[src/rtl/mem_stage_lsu_pkg.sv]
// mem_stage_lsu shared types
// op codes, states and data-path helpers
package mem_stage_lsu_pkg;

  localparam logic [2:0] DM_LB  = 3'b000;
  localparam logic [2:0] DM_LH  = 3'b001;
  localparam logic [2:0] DM_LW  = 3'b010;
  localparam logic [2:0] DM_LBU = 3'b100;
  localparam logic [2:0] DM_LHU = 3'b101;

  localparam logic [3:0] AMO_LR   = 4'd0;
  localparam logic [3:0] AMO_SC   = 4'd1;
  localparam logic [3:0] AMO_SWAP = 4'd2;
  localparam logic [3:0] AMO_ADD  = 4'd3;
  localparam logic [3:0] AMO_XOR  = 4'd4;
  localparam logic [3:0] AMO_AND  = 4'd5;
  localparam logic [3:0] AMO_OR   = 4'd6;
  localparam logic [3:0] AMO_MIN  = 4'd7;
  localparam logic [3:0] AMO_MAX  = 4'd8;
  localparam logic [3:0] AMO_MINU = 4'd9;
  localparam logic [3:0] AMO_MAXU = 4'd10;

  typedef enum logic [1:0] {
    S_IDLE,
    S_ACCESS,
    S_AMO_WR,
    S_DONE
  } lsu_state_e;

  typedef enum logic [2:0] {
    K_LOAD,
    K_STORE,
    K_LR,
    K_SC,
    K_AMO
  } lsu_kind_e;

  typedef enum logic [1:0] {
    SZ_B,
    SZ_H,
    SZ_W
  } lsu_size_e;

  typedef struct packed {
    lsu_kind_e   kind;
    logic [2:0]  sel;
    logic [1:0]  off;
    logic [3:0]  aop;
    logic [31:0] opb;
    logic [29:0] word;
  } lsu_ctx_t;

  function automatic lsu_size_e st_size(
    input logic [3:0] we
  );
    lsu_size_e sz;
    unique case (we)
      4'b0001, 4'b0010,
      4'b0100, 4'b1000: sz = SZ_B;
      4'b0011, 4'b1100: sz = SZ_H;
      default:          sz = SZ_W;
    endcase
    return sz;
  endfunction

  function automatic lsu_size_e ld_size(
    input logic [2:0] sel
  );
    lsu_size_e sz;
    unique case (sel)
      DM_LB, DM_LBU: sz = SZ_B;
      DM_LH, DM_LHU: sz = SZ_H;
      default:       sz = SZ_W;
    endcase
    return sz;
  endfunction

  function automatic logic [31:0] st_rep(
    input logic [31:0] d,
    input lsu_size_e   sz
  );
    logic [31:0] r;
    unique case (sz)
      SZ_B:    r = {4{d[7:0]}};
      SZ_H:    r = {2{d[15:0]}};
      default: r = d;
    endcase
    return r;
  endfunction

  function automatic logic [31:0] ld_align(
    input logic [31:0] w,
    input logic [1:0]  off,
    input logic [2:0]  sel
  );
    logic [7:0]  b;
    logic [15:0] h;
    logic [31:0] r;
    unique case (off)
      2'd0:    b = w[7:0];
      2'd1:    b = w[15:8];
      2'd2:    b = w[23:16];
      default: b = w[31:24];
    endcase
    h = off[1] ? w[31:16] : w[15:0];
    unique case (sel)
      DM_LB:   r = {{24{b[7]}}, b};
      DM_LH:   r = {{16{h[15]}}, h};
      DM_LBU:  r = {24'd0, b};
      DM_LHU:  r = {16'd0, h};
      default: r = w;
    endcase
    return r;
  endfunction

endpackage

[src/rtl/mem_stage_lsu_amo_alu.sv]
// mem_stage_lsu AMO modify step
// old word and rs2 in, word to write back out
import mem_stage_lsu_pkg::*;

module amo_alu (
  input  logic [31:0] old,
  input  logic [31:0] opb,
  input  logic [3:0]  op,
  output logic [31:0] res
);

  logic lt_s;
  logic lt_u;

  assign lt_s = $signed(old) < $signed(opb);
  assign lt_u = old < opb;

  // read-modify function select
  always_comb begin
    res = opb;
    unique case (op)
      AMO_SWAP: res = opb;
      AMO_ADD:  res = old + opb;
      AMO_XOR:  res = old ^ opb;
      AMO_AND:  res = old & opb;
      AMO_OR:   res = old | opb;
      AMO_MIN:  res = lt_s ? old : opb;
      AMO_MAX:  res = lt_s ? opb : old;
      AMO_MINU: res = lt_u ? old : opb;
      AMO_MAXU: res = lt_u ? opb : old;
      default:  res = opb;
    endcase
  end

endmodule

[src/rtl/mem_stage_lsu.sv]
// MEM-stage load/store/atomic unit
// one cache access in flight, LR/SC reservation
import mem_stage_lsu_pkg::*;

module mem_stage_lsu #(
  parameter int WORD_W  = 32,
  parameter int RESV_EN = 1
) (
  input  logic              clk,
  input  logic              nrst,
  input  logic [WORD_W-1:0] mem_ALUout,
  input  logic [WORD_W-1:0] mem_storedata,
  input  logic [WORD_W-1:0] mem_opB,
  input  logic [3:0]        mem_dm_write,
  input  logic [2:0]        mem_dm_select,
  input  logic              mem_is_ltype,
  input  logic              mem_is_stype,
  input  logic              mem_is_atomic,
  input  logic [3:0]        mem_atomic_op,
  input  logic              mem_to_OCM,
  output logic              dc_req,
  output logic [3:0]        dc_we,
  output logic [WORD_W-1:0] dc_addr,
  output logic [WORD_W-1:0] dc_wdata,
  input  logic              dc_ack,
  input  logic [WORD_W-1:0] dc_rdata,
  output logic [WORD_W-1:0] mem_loaddata,
  output logic              mem_load_valid,
  output logic              stall_mem,
  output logic              misaligned
);

  lsu_state_e  state, state_d;
  lsu_ctx_t    ctx, ctx_d, ctx_in;
  lsu_kind_e   kind_in;
  lsu_size_e   acc_sz;
  logic        req_d;
  logic [3:0]  we_d;
  logic [31:0] addr_d;
  logic [31:0] wdata_d;
  logic [31:0] ld_d;
  logic        resv_valid, rv_d;
  logic [29:0] resv_addr, ra_d;
  logic [31:0] amo_res;
  logic        any_mem;
  logic        mis_raw;
  logic        op;
  logic        hit;
  logic        stall_c;

  amo_alu u_amo (
    .old (dc_rdata),
    .opb (ctx.opb),
    .op  (ctx.aop),
    .res (amo_res)
  );

  assign any_mem = mem_is_ltype
                 | mem_is_stype
                 | mem_is_atomic;

  // access width for the alignment check
  always_comb begin
    acc_sz = SZ_W;
    unique case (1'b1)
      mem_is_atomic: acc_sz = SZ_W;
      mem_is_stype:  acc_sz = st_size(mem_dm_write);
      mem_is_ltype:  acc_sz = ld_size(mem_dm_select);
      default:       acc_sz = SZ_W;
    endcase
  end

  assign mis_raw = any_mem & (
      ((acc_sz == SZ_H) & mem_ALUout[0])
    | ((acc_sz == SZ_W) & (|mem_ALUout[1:0])));

  assign misaligned = nrst & mis_raw;
  assign op = any_mem & ~mem_to_OCM & ~mis_raw;

  // classify the instruction sitting in MEM
  always_comb begin
    kind_in = K_LOAD;
    unique case (1'b1)
      mem_is_atomic: begin
        if (mem_atomic_op == AMO_LR)
          kind_in = K_LR;
        else if (mem_atomic_op == AMO_SC)
          kind_in = K_SC;
        else
          kind_in = K_AMO;
      end
      mem_is_stype: kind_in = K_STORE;
      default:      kind_in = K_LOAD;
    endcase
  end

  assign ctx_in = '{
    kind: kind_in,
    sel:  mem_dm_select,
    off:  mem_ALUout[1:0],
    aop:  mem_atomic_op,
    opb:  mem_opB,
    word: mem_ALUout[31:2]
  };

  assign hit = (RESV_EN != 0) & resv_valid
             & (resv_addr == mem_ALUout[31:2]);

  assign stall_mem = nrst & stall_c;
  assign mem_load_valid = (state == S_DONE);

  // next state, cache request and result
  always_comb begin
    state_d = state;
    ctx_d   = ctx;
    req_d   = dc_req;
    we_d    = dc_we;
    addr_d  = dc_addr;
    wdata_d = dc_wdata;
    ld_d    = mem_loaddata;
    rv_d    = resv_valid;
    ra_d    = resv_addr;
    stall_c = 1'b0;
    unique case (state)
      S_IDLE: begin
        if (op) begin
          stall_c = 1'b1;
          ctx_d   = ctx_in;
          addr_d  = {mem_ALUout[31:2], 2'b00};
          req_d   = 1'b1;
          we_d    = 4'h0;
          wdata_d = '0;
          state_d = S_ACCESS;
          if (kind_in == K_SC) begin
            if (hit) begin
              we_d    = 4'hF;
              wdata_d = mem_storedata;
            end else begin
              req_d   = 1'b0;
              ld_d    = 32'd1;
              rv_d    = 1'b0;
              state_d = S_DONE;
            end
          end else if (kind_in == K_STORE) begin
            we_d    = mem_dm_write;
            wdata_d = st_rep(mem_storedata,
                             st_size(mem_dm_write));
          end
        end
      end
      S_ACCESS: begin
        stall_c = 1'b1;
        if (dc_ack) begin
          req_d   = 1'b0;
          we_d    = 4'h0;
          state_d = S_DONE;
          unique case (ctx.kind)
            K_LOAD: ld_d = ld_align(dc_rdata,
                                    ctx.off,
                                    ctx.sel);
            K_LR: begin
              ld_d = dc_rdata;
              rv_d = (RESV_EN != 0);
              ra_d = ctx.word;
            end
            K_STORE: begin
              ld_d = '0;
              if (ctx.word == resv_addr)
                rv_d = 1'b0;
            end
            K_SC: begin
              ld_d = '0;
              rv_d = 1'b0;
            end
            K_AMO: begin
              ld_d    = dc_rdata;
              req_d   = 1'b1;
              we_d    = 4'hF;
              wdata_d = amo_res;
              state_d = S_AMO_WR;
            end
            default: ld_d = dc_rdata;
          endcase
        end
      end
      S_AMO_WR: begin
        stall_c = 1'b1;
        if (dc_ack) begin
          req_d   = 1'b0;
          we_d    = 4'h0;
          state_d = S_DONE;
          if (ctx.word == resv_addr)
            rv_d = 1'b0;
        end
      end
      S_DONE: begin
        req_d   = 1'b0;
        we_d    = 4'h0;
        state_d = S_IDLE;
      end
      default: state_d = S_IDLE;
    endcase
  end

  // state and registered cache/result outputs
  always_ff @(posedge clk or negedge nrst) begin
    if (!nrst) begin
      state        <= S_IDLE;
      ctx          <= '0;
      dc_req       <= 1'b0;
      dc_we        <= 4'h0;
      dc_addr      <= '0;
      dc_wdata     <= '0;
      mem_loaddata <= '0;
      resv_valid   <= 1'b0;
      resv_addr    <= '0;
    end else begin
      state        <= state_d;
      ctx          <= ctx_d;
      dc_req       <= req_d;
      dc_we        <= we_d;
      dc_addr      <= addr_d;
      dc_wdata     <= wdata_d;
      mem_loaddata <= ld_d;
      resv_valid   <= rv_d;
      resv_addr    <= ra_d;
    end
  end

endmodule
[config.mk]
export PLATFORM = sky130hd
export DESIGN_NAME = mem_stage_lsu
export DESIGN_NICKNAME = d
export VERILOG_FILES = /design/src/rtl/mem_stage_lsu_pkg.sv /design/src/rtl/mem_stage_lsu_amo_alu.sv /design/src/rtl/mem_stage_lsu.sv
export SDC_FILE = /design/constraint.sdc
export NUM_CORES = 1
export LEC_CHECK = 0
export ABC_AREA = 1
export CORE_UTILIZATION = 25
export DETAILED_ROUTE_END_ITERATION = 8
export HOLD_SLACK_MARGIN = 0.06
export PLACE_DENSITY = 0.47
export SLEW_MARGIN = 10
export SYNTH_ARGS = -nofsm -noshare
export SYNTH_HDL_FRONTEND = slang
export SYNTH_SLANG_ARGS = --single-unit
[constraint.sdc]
create_clock -name clk -period 3.05 [get_ports clk]
set_clock_uncertainty 0.1 [all_clocks]
set_input_delay 0.61 -clock clk [delete_from_list [all_inputs] [get_ports clk]]
set_output_delay 0.61 -clock clk [all_outputs]
set_load 0.005 [all_outputs]
# After elaboration in Yosys (flattened, before gate mapping)
# Index checks and enable logic that the tools add are counted.
# op_classes
reduce_logical,22
eq_ne,44
n_bitwise,16
mux,64
magnitude_cmp,2
n_addsub,1
# ops
op,n
32-bit 2-to-1 mux,14
32-bit one-hot mux with 2 select lines,4
32-bit one-hot mux with 8 select lines,1
32-bit one-hot mux with 4 select lines,1
32-bit < comparator,2
30-bit == test,2
32-bit adder,1
32-bit AND,1
32-bit bitwise OR,1
32-bit bitwise XOR,1
4-bit 2-to-1 mux,7
8-bit one-hot mux with 3 select lines,1
4-bit by 3-bit == test with 1-bit output (second input constant),5
4-bit == test (second input constant),5
2-bit 2-to-1 mux,9
16-bit 2-to-1 mux,1
4-bit one-hot mux with 4 select lines,1
3-bit == test (second input constant),5
1-bit 2-to-1 mux,14
3-bit by 1-bit == test with 1-bit output (second input constant),4
4-bit by 2-bit == test with 1-bit output (second input constant),3
2-bit one-hot mux with 2 select lines,3
2-bit OR reduction,6
2-bit inequality test (second input constant),5
26 further kinds,52
# totals
out_inout_bits,104
ff_bits,176

# Longest topological paths before layout
# logic_depth
ltp_word,18
mapped_depth,23
depth_no_buf,22

# Cells and area by module
# A second synthesis with hierarchy kept.
# hier_totals
hier_cells,2740
hier_area_um2,16712.3
# modules_own_cells
mod,instances,area_each_um2,cells_each
mem_stage_lsu,1,10598.9,1531
amo_alu,1,6113.4,1209

# Worst setup path after synthesis
# No wires, ideal clock.
# synth_timing
path_kind,input -> register
from,input port dc_rdata[31]
to,register dc_wdata[19]
path_slack_ps,229
t_arrival_ps,2597
required_time_ps,2826
path_stages,17
path_cell_list,inv_1 ha_1 nor2_1 nand3_1 nor2_2 and3_1 nand2_2 nand2_4 nand2_4 nand2_2 buf_6 buf_6 nand2_1 nand3_1 nand2_1 o21bai_1 a21oi_1
# synth_between
elab_chain_len,6
# synth_lines
element,line_no,source
start: declaration,mem_stage_lsu.sv:26,"input logic [WORD_W-1:0] dc_rdata,"
32-bit < comparator (on tied branches),"mem_stage_lsu_amo_alu.sv:16, mem_stage_lsu_amo_alu.sv:15",
32-bit 2-to-1 mux (on tied branches),n/a,
32-bit one-hot mux with 8 select lines *,mem_stage_lsu_amo_alu.sv:21,unique case (op)
32-bit 2-to-1 mux *,mem_stage_lsu.sv:157,unique case (ctx.kind)
32-bit 2-to-1 mux *,mem_stage_lsu.sv:153,if (dc_ack) begin
32-bit one-hot mux with 2 select lines *,mem_stage_lsu.sv:124,unique case (state)
end signal: assignment,mem_stage_lsu.sv:223,dc_wdata <= wdata_d;
end: declaration,mem_stage_lsu.sv:24,"output logic [WORD_W-1:0] dc_wdata,"
# Mark *: on every way between the ends. The rest lies on a longest branch, timed or not. The select of a mux whose other input is x is not followed.
# A chain may end at the register's enable or synchronous reset.

# Final worst setup path
# Ends and elaborated chain as after synthesis.

==> results.cfg <==
[floorplan]
die_h_um = 254
die_w_um = 254
initial_core_util = 0.253
core-area_um2 = 63000
ios = 250
row_count = 92
die_area_um2 = 64700

[clock_tree]
cts_tree = done
clk_pin_slew_ns = 0.08
cts.sinks = 176
h-tree-depth = 4
cts_made_buffers = 17
cts_buffer_depth = 2
cts_root_buf = clkbuf_16
clock_latency_ns = 0.50

[sta]
finalHoldViolCount = 0
setup_tns_ns = 0
period_share = 0.972
maxSlewViolCount = 0
fmax_mhz = 337
worstMarginPinSlew_ns = 0.793
fin_ws_ns = 0.0862
layout_min_cycle_time_ns = 2.96
slew-limit-headroom = 0.472
setup_violations = 0

[placed_design]
gp_congestion = 0.971
dp_hpwl_um = 64200
dpl.cell_count = 3809
portBuffers = 247
pre_cts_ws_ns = -1.12

[grt]
grt_max_degree = 68
grt_first_pass_wirelength_um = 120000
overflow = 0
first_global_vias = 18838
grt_util_all_layers = 0.250
antenna_found_initial = 8

[detailed_routing]
wire_per_inst_um = 21.1
drt_pre_antenna_iters = 6
ant_nets = 0
viasPerCell = 4.95
drcViolationCount = 0
vias = 19068
wl_um = 81400
drt_iter0_drc = 1502

[synth]
synth-main-ff-cell = dfrtp_1
synth_top_area_share = 0.277
synth-seq-area-share = 0.277
ys_seq_elements = 176
synth.avg_cell_area_um2 = 6.40
synth_edf_count = 0
syn-instance-count = 2490
yosys.area.top_type = dfrtp_1
synth_area_um2 = 15900
synth.distinct_cells = 51
synthArstFlopShare = 1.00
yosys_warnings = 0
yosys-top-cells-area = dfrtp_1 28%, nand2_1 15%, o21ai_0 9.0%

[power]
power_density_nw_per_um2 = 1080
p_total_mw = 24.9
ir_drop_v = 0.000618
power.leakage_nw = 11.2

[job]
cap_violations = 0

[layout]
area_delta_synth_final_pct = 44.7
finalNetCount = 3240
fin_util = 0.366
fin_cells = 3852
n_antenna_cell = 0
drive_gt1_frac = 0.184
nFillCells = 6819

[setup_path]
crit_type = in2reg
worstPathArrival_ns = 3.24
endpoint_kind = flip-flop
cp.required_ns = 3.33
cp-start-kind = primary input
crit_path_max_fanout = 6

[min_path]
min_path_type = reg2reg

[status]
status = completed
path summary, 6_finish.rpt:
| kind | startpoint | end | slack [ns] | cells past startpoint |
|---|---|---|---|---|
| max | dc_rdata[31] | dc_wdata[19]$_DFFE_PN0P_ | 0.09 | 20 |
| min | dc_req$_DFFE_PN0P_ | dc_req$_DFFE_PN0P_ | 0.38 | 2 |
| max reg2reg | ctx[57]$_DFFE_PN0P_ | dc_wdata[19]$_DFFE_PN0P_ | 0.15 | 20 |
| min reg2reg | dc_req$_DFFE_PN0P_ | dc_req$_DFFE_PN0P_ | 0.38 | 2 |
| max in group asynchronous | nrst | ctx[68]$_DFFE_PN0P_ | 1.14 | 4 |
| min in group asynchronous | nrst | dc_wdata[18]$_DFFE_PN0P_ | 0.47 | 2 |
placed cells by master (no fill, tap or decap), types with 5 or more instances in the layout:
cell,count
nand2_1,628
buf_4,342
inv_1,305
o21ai_0,280
nand3_1,240
clkdlybuf4s50_1,209
nor2_1,185
dfrtp_1,176
a21oi_1,107
ha_1,83
o22ai_1,33
nand4_1,25
a221oi_1,25
o2111ai_1,22
inv_2,21
buf_12,21
xor2_1,20
nand2_2,19
clkbuf_16,17
a21boi_1,15
ha_4,15
dlymetal6s2s_1,15
nor3_1,14
nor2_2,12
dlygate4sd2_1,12
nand3_2,11
xnor2_1,11
a21oi_2,10
buf_6,9
o21a_1,7
or2_2,7
mux2_2,7
nand2_4,6
o21ai_1,6
nor3_2,5
o211ai_1,5
o21bai_1,5
inv_12,5
clkbuf_2,5
repair_timing:
| item | CTS | global route |
|---|---|---|
| setup endpoints to repair | 35 | 34 |
| endpoints found under the hold margin | 10 | 0 |
| buffers inserted | 6 | 4 |
| hold buffers | 1 | 0 |
| gates resized for setup | 110 | 86 |
| pin swaps | 18 | 26 |
cells by family (layout without fill, tap and decap cells):
| group | after synthesis | in the layout | share of synthesized area |
|---|---|---|---|
| other | 1 | 2 | 0.000235 |
| flip-flops | 176 | 176 | 0.277 |
| adder cells (fa/ha/maj) | 101 | 101 | 0.0798 |
| AND/OR/NAND/NOR | 1173 | 1173 | 0.310 |
| multiplexers | 7 | 7 | 0.00495 |
| XOR/XNOR | 31 | 31 | 0.0171 |
| buffers and inverters | 467 | 982 | 0.122 |
| AO/OA/AOI/OAI | 534 | 534 | 0.190 |
flip-flops by register name (all words and copies together), names as in the netlist:
register and count:
ctx 44, dc_addr 30, dc_req 1, dc_wdata 32, dc_we 4, mem_loaddata 32
resv_addr 30, resv_valid 1, state 2
report_power, final:
group	total, mW	internal [mW]	switching (mW)
Combinational	18.1	7.60	10.5
Clock	2.49	1.15	1.34
Sequential	4.31	3.36	0.958
Total	24.9	12.1	12.8
worst max-delay path, stage by stage:
cell and delay, ns:
dlygate4sd2_1 0.28, inv_1 0.11, ha_1 0.32, buf_4 0.17, inv_2 0.04, a21oi_1 0.11
o21a_1 0.13, nand2_1 0.08, a21oi_4 0.14, buf_12 0.14, buf_6 0.10, nand3_2 0.11
nand2_4 0.12, buf_12 0.13, nand2_1 0.05, nand3_1 0.06, nand2_1 0.09, o21bai_4 0.24
buf_4 0.14, a21oi_1 0.05
synth_stat cells, drive strengths merged (25+ instances only):
library cell    n
clkbuf         68
a221oi         25
buf            70
dfrtp         176
o21ai         292
nand3         252
nor2          201
inv           328
ha            100
a21oi         119
o22ai          34
nand2         655
nand4          25
area by class of cell:
type | count | area (um^2) | area share
timing repair buffer | 621 | 5580 | 0.242
inverter | 329 | 1240 | 0.0537
sequential | 176 | 4400 | 0.191
tap | 846 | 1060 | 0.0460
clock inverter | 15 | 209 | 0.00907
multi-input combinational | 1848 | 10100 | 0.439
clock buffer | 17 | 425 | 0.0185
routing by layer:
layer / GRT usage / share of wire / routed length, um / up-vias
met4: 0.113 / 0.041 / 3360 / 6
met5: 0 / 0.00043 / 35 / -
met2: 0.411 / 0.47 / 38100 / 678
met1: 0.322 / 0.43 / 35200 / 9119
li1: - / - / - / 9134
met3: 0.0404 / 0.058 / 4740 / 131
stage by stage:
stage / cell area (um^2) / hold slack (ns)
2_1_floorplan: 15900 / 0.214
4_1_cts: 22700 / 0.383
3_5_place_dp: 21700 / 0.363
3_3_place_gp: 21700 / 0.367
5_1_grt: 23000 / 0.412
6_report: 23000 / 0.377
(Power assumes the default switching activity.)
